### config.mk
export PLATFORM = sky130hd
export DESIGN_NAME = edge_generator
export DESIGN_NICKNAME = d
export VERILOG_FILES = /design/src/rtl/edge_gen_pkg.sv /design/src/rtl/edge_gen_counter.sv /design/src/rtl/edge_generator.sv
export SDC_FILE = /design/constraint.sdc
export NUM_CORES = 1
export LEC_CHECK = 0
export CORE_ASPECT_RATIO = 1.5
export CORE_MARGIN = 2
export CORE_UTILIZATION = 55
export DETAILED_ROUTE_END_ITERATION = 6
export PLACE_DENSITY = 0.8
export SETUP_SLACK_MARGIN = 0.4
export SLEW_MARGIN = 10
export SYNTH_ARGS = -nofsm -noshare
export SYNTH_HDL_FRONTEND = slang
export SYNTH_SLANG_ARGS = --single-unit
### constraint.sdc
create_clock -name clk -period 2.9 [get_ports clk]
set_input_delay 0.87 -clock clk [delete_from_list [all_inputs] [get_ports clk]]
set_output_delay 0.87 -clock clk [all_outputs]
set_load 0.005 [all_outputs]
### src/rtl/edge_gen_pkg.sv
// ---------------------------------------------------------------------------
// edge_gen_pkg
// Shared types and default widths for the edge_generator pulse-train
// transmitter and its sub-modules.
//   state_t    : transmitter FSM state (IDLE / HIGH / LOW)
//   DEF_LEN_W  : default width of the phase-length inputs and length counter
//   DEF_NUM_W  : default width of the pulse-count input and pulse counter
// ---------------------------------------------------------------------------
package edge_gen_pkg;

  typedef enum logic [1:0] {
    IDLE = 2'd0,
    HIGH = 2'd1,
    LOW  = 2'd2
  } state_t;

  localparam int DEF_LEN_W = 32'd8;
  localparam int DEF_NUM_W = 32'd8;

endpackage

### src/rtl/edge_gen_counter.sv
// ---------------------------------------------------------------------------
// edge_gen_counter
// Loadable saturating down-counter with a zero flag.
// Ports:
//   clk      in  1  clock (rising edge)
//   rst      in  1  synchronous active-high reset, clears the count
//   load     in  1  load load_val (has priority over dec)
//   load_val in  W  value to load
//   dec      in  1  decrement by one; holds at zero, never wraps
//   count    out W  current count (registered)
//   zero     out 1  count == 0
// ---------------------------------------------------------------------------
module edge_gen_counter #(
  parameter int W = 32'd8
) (
  input  logic         clk,
  input  logic         rst,
  input  logic         load,
  input  logic [W-1:0] load_val,
  input  logic         dec,
  output logic [W-1:0] count,
  output logic         zero
);

  localparam logic [W-1:0] CNT_ZERO = {W{1'b0}};
  localparam logic [W-1:0] CNT_ONE  = {{(W-1){1'b0}}, 1'b1};

  // Count register: load, saturating decrement, or hold
  always_ff @(posedge clk) begin
    if (rst) begin
      count <= CNT_ZERO;
    end else if (load) begin
      count <= load_val;
    end else if (dec && (count != CNT_ZERO)) begin
      count <= count - CNT_ONE;
    end else begin
      count <= count;
    end
  end

  assign zero = (count == CNT_ZERO);

endmodule

### src/rtl/edge_generator.sv
// ---------------------------------------------------------------------------
// edge_generator
// Programmable pulse-train transmitter. On an accepted start it drives
// signal_out high for high_len cycles and low for low_len cycles, repeated
// num_pulses times, then pulses done. Lengths of 0 behave as 1; a count of 0
// produces no waveform, only a done pulse.
// Ports:
//   clk, rst                 clock / synchronous active-high reset
//   start                    request, accepted only while busy=0
//   high_len, low_len        phase lengths (LEN_W), sampled at accept
//   num_pulses               pulse count (NUM_W), sampled at accept
//   signal_out               generated waveform (registered)
//   rising_edge/falling_edge first cycle of each high / low phase
//   busy                     train in progress
//   done                     one-cycle completion pulse
//   abort, aborted           present only when EDGE_GEN_ABORT_EN is defined
// Optional feature macro: EDGE_GEN_ABORT_EN
// ---------------------------------------------------------------------------
module edge_generator
  import edge_gen_pkg::*;
#(
  parameter int LEN_W = DEF_LEN_W,
  parameter int NUM_W = DEF_NUM_W
) (
  input  logic             clk,
  input  logic             rst,
  input  logic             start,
  input  logic [LEN_W-1:0] high_len,
  input  logic [LEN_W-1:0] low_len,
  input  logic [NUM_W-1:0] num_pulses,
`ifdef EDGE_GEN_ABORT_EN
  input  logic             abort,
  output logic             aborted,
`endif
  output logic             signal_out,
  output logic             rising_edge,
  output logic             falling_edge,
  output logic             busy,
  output logic             done
);

  localparam logic [LEN_W-1:0] LEN_ZERO = {LEN_W{1'b0}};
  localparam logic [LEN_W-1:0] LEN_ONE  = {{(LEN_W-1){1'b0}}, 1'b1};
  localparam logic [NUM_W-1:0] NUM_ZERO = {NUM_W{1'b0}};
  localparam logic [NUM_W-1:0] NUM_ONE  = {{(NUM_W-1){1'b0}}, 1'b1};

  // Effective length minus one; a programmed 0 acts as a 1-cycle phase.
  function automatic logic [LEN_W-1:0] len_minus_one(input logic [LEN_W-1:0] len);
    return (len == LEN_ZERO) ? LEN_ZERO : (len - LEN_ONE);
  endfunction

  state_t           state_r;
  logic [LEN_W-1:0] high_m1_r;
  logic [LEN_W-1:0] low_m1_r;

  logic             abort_hit_s;
  logic             last_pulse_s;
  logic             len_load_s;
  logic             len_dec_s;
  logic [LEN_W-1:0] len_val_s;
  logic [LEN_W-1:0] len_cnt_s;
  logic             len_zero_s;
  logic             rem_load_s;
  logic             rem_dec_s;
  logic [NUM_W-1:0] rem_val_s;
  logic [NUM_W-1:0] rem_cnt_s;
  logic             rem_zero_s;

  // Cycles left in the current phase
  edge_gen_counter #(.W(LEN_W)) u_len_cnt (
    .clk      (clk),
    .rst      (rst),
    .load     (len_load_s),
    .load_val (len_val_s),
    .dec      (len_dec_s),
    .count    (len_cnt_s),
    .zero     (len_zero_s)
  );

  // Pulses left in the train, including the one in progress
  edge_gen_counter #(.W(NUM_W)) u_rem_cnt (
    .clk      (clk),
    .rst      (rst),
    .load     (rem_load_s),
    .load_val (rem_val_s),
    .dec      (rem_dec_s),
    .count    (rem_cnt_s),
    .zero     (rem_zero_s)
  );

  // Counter control: load at phase starts, count down inside a phase
  always_comb begin
    len_load_s = 1'b0;
    len_dec_s  = 1'b0;
    len_val_s  = LEN_ZERO;
    rem_load_s = 1'b0;
    rem_dec_s  = 1'b0;
    rem_val_s  = NUM_ZERO;
`ifdef EDGE_GEN_ABORT_EN
    abort_hit_s = abort && (state_r != IDLE);
`else
    abort_hit_s = 1'b0;
`endif
    // An empty remaining count is treated as the last pulse so the train can never stall.
    last_pulse_s = (rem_cnt_s == NUM_ONE) || rem_zero_s;
    case (state_r)
      IDLE: begin
        if (start) begin
          len_load_s = 1'b1;
          len_val_s  = len_minus_one(high_len);
          rem_load_s = 1'b1;
          rem_val_s  = num_pulses;
        end else begin
          len_load_s = 1'b0;
        end
      end
      HIGH: begin
        if (abort_hit_s) begin
          len_load_s = 1'b0;
        end else if (len_zero_s) begin
          len_load_s = 1'b1;
          len_val_s  = low_m1_r;
        end else begin
          len_dec_s = 1'b1;
        end
      end
      LOW: begin
        if (abort_hit_s) begin
          len_load_s = 1'b0;
        end else if (len_zero_s) begin
          if (!last_pulse_s) begin
            len_load_s = 1'b1;
            len_val_s  = high_m1_r;
            rem_dec_s  = 1'b1;
          end else begin
            len_load_s = 1'b0;
          end
        end else begin
          len_dec_s = 1'b1;
        end
      end
      default: begin
        len_load_s = 1'b0;
      end
    endcase
  end

  // Main FSM with registered waveform, edge markers and status
  always_ff @(posedge clk) begin
    if (rst) begin
      state_r      <= IDLE;
      high_m1_r    <= LEN_ZERO;
      low_m1_r     <= LEN_ZERO;
      signal_out   <= 1'b0;
      rising_edge  <= 1'b0;
      falling_edge <= 1'b0;
      busy         <= 1'b0;
      done         <= 1'b0;
`ifdef EDGE_GEN_ABORT_EN
      aborted      <= 1'b0;
`endif
    end else begin
      rising_edge  <= 1'b0;
      falling_edge <= 1'b0;
      done         <= 1'b0;
`ifdef EDGE_GEN_ABORT_EN
      aborted      <= 1'b0;
`endif
      if (abort_hit_s) begin
        state_r      <= IDLE;
        signal_out   <= 1'b0;
        falling_edge <= signal_out;
        busy         <= 1'b0;
        done         <= 1'b1;
`ifdef EDGE_GEN_ABORT_EN
        aborted      <= 1'b1;
`endif
      end else begin
        case (state_r)
          IDLE: begin
            if (start) begin
              high_m1_r <= len_minus_one(high_len);
              low_m1_r  <= len_minus_one(low_len);
              if (num_pulses == NUM_ZERO) begin
                done <= 1'b1;
              end else begin
                state_r     <= HIGH;
                signal_out  <= 1'b1;
                rising_edge <= 1'b1;
                busy        <= 1'b1;
              end
            end else begin
              state_r <= IDLE;
            end
          end
          HIGH: begin
            if (len_zero_s) begin
              state_r      <= LOW;
              signal_out   <= 1'b0;
              falling_edge <= 1'b1;
            end else begin
              state_r <= HIGH;
            end
          end
          LOW: begin
            if (len_zero_s) begin
              if (last_pulse_s) begin
                state_r <= IDLE;
                busy    <= 1'b0;
                done    <= 1'b1;
              end else begin
                state_r     <= HIGH;
                signal_out  <= 1'b1;
                rising_edge <= 1'b1;
              end
            end else begin
              state_r <= LOW;
            end
          end
          default: begin
            state_r    <= IDLE;
            signal_out <= 1'b0;
            busy       <= 1'b0;
          end
        endcase
      end
    end
  end

endmodule

==> results by group <==
Clock tree
  – H-Tree Depth: 2
  – CTS Root Cell: clkbuf_8
  – Cts bufs inserted: 5
  – CTS tree: done
  – Clock Latency Late Sink: 0.30 ns
  – CTS Hold Bufs: 0
  – Clk slew on worst S/H paths: 0.07 ns
  – Max clock buf depth: 2
  – Num Clock Sinks: 39

Placed design
  – DP HPWL: 4085 µm
  – RePlAce Congestion: 0.8826
  – Input/output buffers: 31

Critical path
  – Slowest library cell on the worst path: or3_4
  – Setup CP Type: primary input to register
  – CP Buf/Inv Count: 2
  – Startpoint types: primary input
  – Worst reg2reg path startpoint: state_r[0]
  – CP required: 3.08 ns
  – Largest delay share family, worst path: simple AND/OR/NAND/NOR gates
  – CP arrival: 2.59 ns
  – Critical path capture point type: register
  – CP cell instances: clkbuf_2, inv_2, ha_2, or3b_4, or3_4, o31a_1, a22oi_1, nor2_1
  – CP peak stage delay: 0.39 ns
  – R2r setup slk: 0.57 ns
  – Critical path fanouts, max: 7
  – Crit. Startpoint: low_len[0]

Worst hold path
  – Worst Hold Launch: busy
  – Hold Crit Class: register to register

Timing
  – Tmin final: 2.416 ns
  – Setup TNS Final: 0 ns
  – Tightest Pin Transition: 0.5051 ns
  – RSZ-0062 raised after global routing: false
  – Crit share post-route: 0.8330
  – Hold violation count in the final report: 0
  – Slew Limit Headroom: 0.6608
  – Slew Viols, Final: 0
  – Fmax: 414.0 MHz
  – Final setup fails: 0
  – Max Clock Skew: 0.008247 ns

Drt
  – Via density: 6.101
  – Initial DRC Count: 53
  – DR DRC count: 0
  – Vias post-DR: 2184
  – Total Routed Length: 5498 µm
  – Number of routed nets with antenna violations: 0
  – Drt wl/cell: 15.36 µm
  – First drt pass iteration count: 5

Yosys
  – Syn Area/Cell: 8.338 µm²
  – Syn Inst Count: 277
  – Syn nets: 316
  – YS warnings: 0
  – Post-synthesis async set-or-reset flop share: 0
  – Top FF cell, synth: dfxtp_1
  – Post-synth EDFFs: 0
  – Synthesized cell area: 2310 µm²
  – Post-synth cell types: 45
  – FF+latch count, synth: 39
  – Register area share after synthesis: 0.3380

Finish
  – Share of cells above drive strength 1: 0.1342
  – Most common cell after layout, fill and taps aside: nor2_1
  – Final Net Count: 353
  – Highest-count cells in the layout ignoring fill and taps: nor2_1 (41), dfxtp_1 (39), clkdlybuf4s50_1 (27)
  – Area delta synth->final: 20.69%
  – N_diodes: 0

Floorplan
  – IO Pins: 32
  – Full die area: 4744 µm²
  – Core box area: 3994 µm²
  – Die height: 83.37 µm
  – Core Rows: 28
  – Initial Util: 0.5783
  – Die Width: 56.91 µm

Pwr
  – Leak: 1.049 nW
  – Total chip power: 0.002007 W
  – Pwr Density: 720.0 nW/µm²
  – Worst ir drop on vdd: 0.4458 mV

Global route
  – Vias in the first global route: 2130
  – GRT overflow: 0
  – Largest net degree at the start of global routing: 40
  – GRT Util Overall: 0.2436
  – First-pass GRT wire length: 9190 µm
  – Initial antenna violation count: 0

Flow run
  – Total of max-cap violations: 0

Outcome
  – Outcome: finished clean
## power by group
part	total (W)	leakage (nW)	switching, W	internal [W]
combinational	0.000886	0.691	0.000481	0.000406
clock	0.000354	0.0361	0.000194	0.000160
sequential	0.000767	0.321	0.000116	0.000651
## per-stage QoR
stage / instance area [µm²] / hold slack [ns] / util / setup slack, ns / std cells
6_report: 2788 / 0.4584 / 0.6980 / 0.4843 / 358
5_1_grt: 2788 / 0.4721 / 0.6980 / 0.4048 / 358
4_1_cts: 2775 / 0.4596 / 0.6949 / 0.4166 / 357
3_5_place_dp: 2691 / 0.4488 / 0.6739 / -0.08870 / 350
3_3_place_gp: 2691 / 0.4439 / 0.6739 / -0.05510 / 350
2_1_floorplan: 2317 / 0.4357 / - / 0.4352 / 277
## state kept, by name (all words and copies together), names as in the netlist
name,flops
rising_edge,1
low_m1_r,8
u_len_cnt.count,8
u_rem_cnt.count,8
high_m1_r,8
falling_edge,1
signal_out,1
state_r,2
busy,1
done,1
## worst min-delay path, stage by stage, from the launching register on
cell,delay (ns)
dfxtp_1,0.31
inv_1,0.05
a211oi_1,0.05
## Yosys cell counts (all sizes together), types with 3 or more instances
cell type / instances / area (µm²)
nor2: 42 / 157.7
inv: 15 / 56.30
nor4b: 4 / 50.05
buf: 3 / 26.27
dfxtp: 39 / 780.8
or4: 4 / 33.78
o21ai: 6 / 30.03
nor3: 10 / 50.05
nor3b: 3 / 22.52
or3: 5 / 32.53
nand2: 19 / 73.82
a21oi: 18 / 90.09
ha: 12 / 150.1
clkbuf: 9 / 33.78
xnor2: 14 / 122.6
xor2: 5 / 43.79
a22oi: 9 / 67.56
nand3: 3 / 15.01
mux2: 3 / 33.78
a211oi: 19 / 142.6
a221oi: 7 / 61.31
nor4: 5 / 46.29
or4b: 3 / 30.03
## per-layer routing
metal,wire [µm],track usage,vias to the layer above
li1,-,-,1076
met5,0,0,-
met4,271,0.1670,0
met1,2069,0.2582,1015
met3,249,0.04361,21
met2,2907,0.4211,72
## layout make-up
type | count | area, µm²
clock buffer | 5 | 68.82
timing repair buffer | 42 | 380.4
tap | 45 | 56.30
clock inverter | 1 | 7.507
multi-input combinational | 210 | 1434
fill | 353 | 1206
sequential | 39 | 780.7
inverter | 16 | 60.06
## cells by family (layout without fill, tap and decap cells)
kind of cell / count (synthesis) / after routing / synth area share
compound gates: 71 / 71 / 0.2151
xor+xnor: 19 / 19 / 0.07205
fa+ha+maj: 12 / 12 / 0.06500
buf+inv: 28 / 64 / 0.05200
flops: 39 / 39 / 0.3380
mux: 3 / 3 / 0.01463
simple gates: 105 / 105 / 0.2432
## repair_timing
item	4_1_cts	5_1_grt
pin swaps	5	4
buffers inserted	1	1
resized for setup	7	7
gates cloned	0	0
setup endpoints to repair	7	16
## worst paths after layout
check / endpoint / cells after the start
setup reg to reg: u_len_cnt.count[7] / 7
hold / removal: busy / 2
hold reg to reg: busy / 2
setup / recovery: low_m1_r[7] / 8
Note: power is estimated with default switching activity, not from simulation.
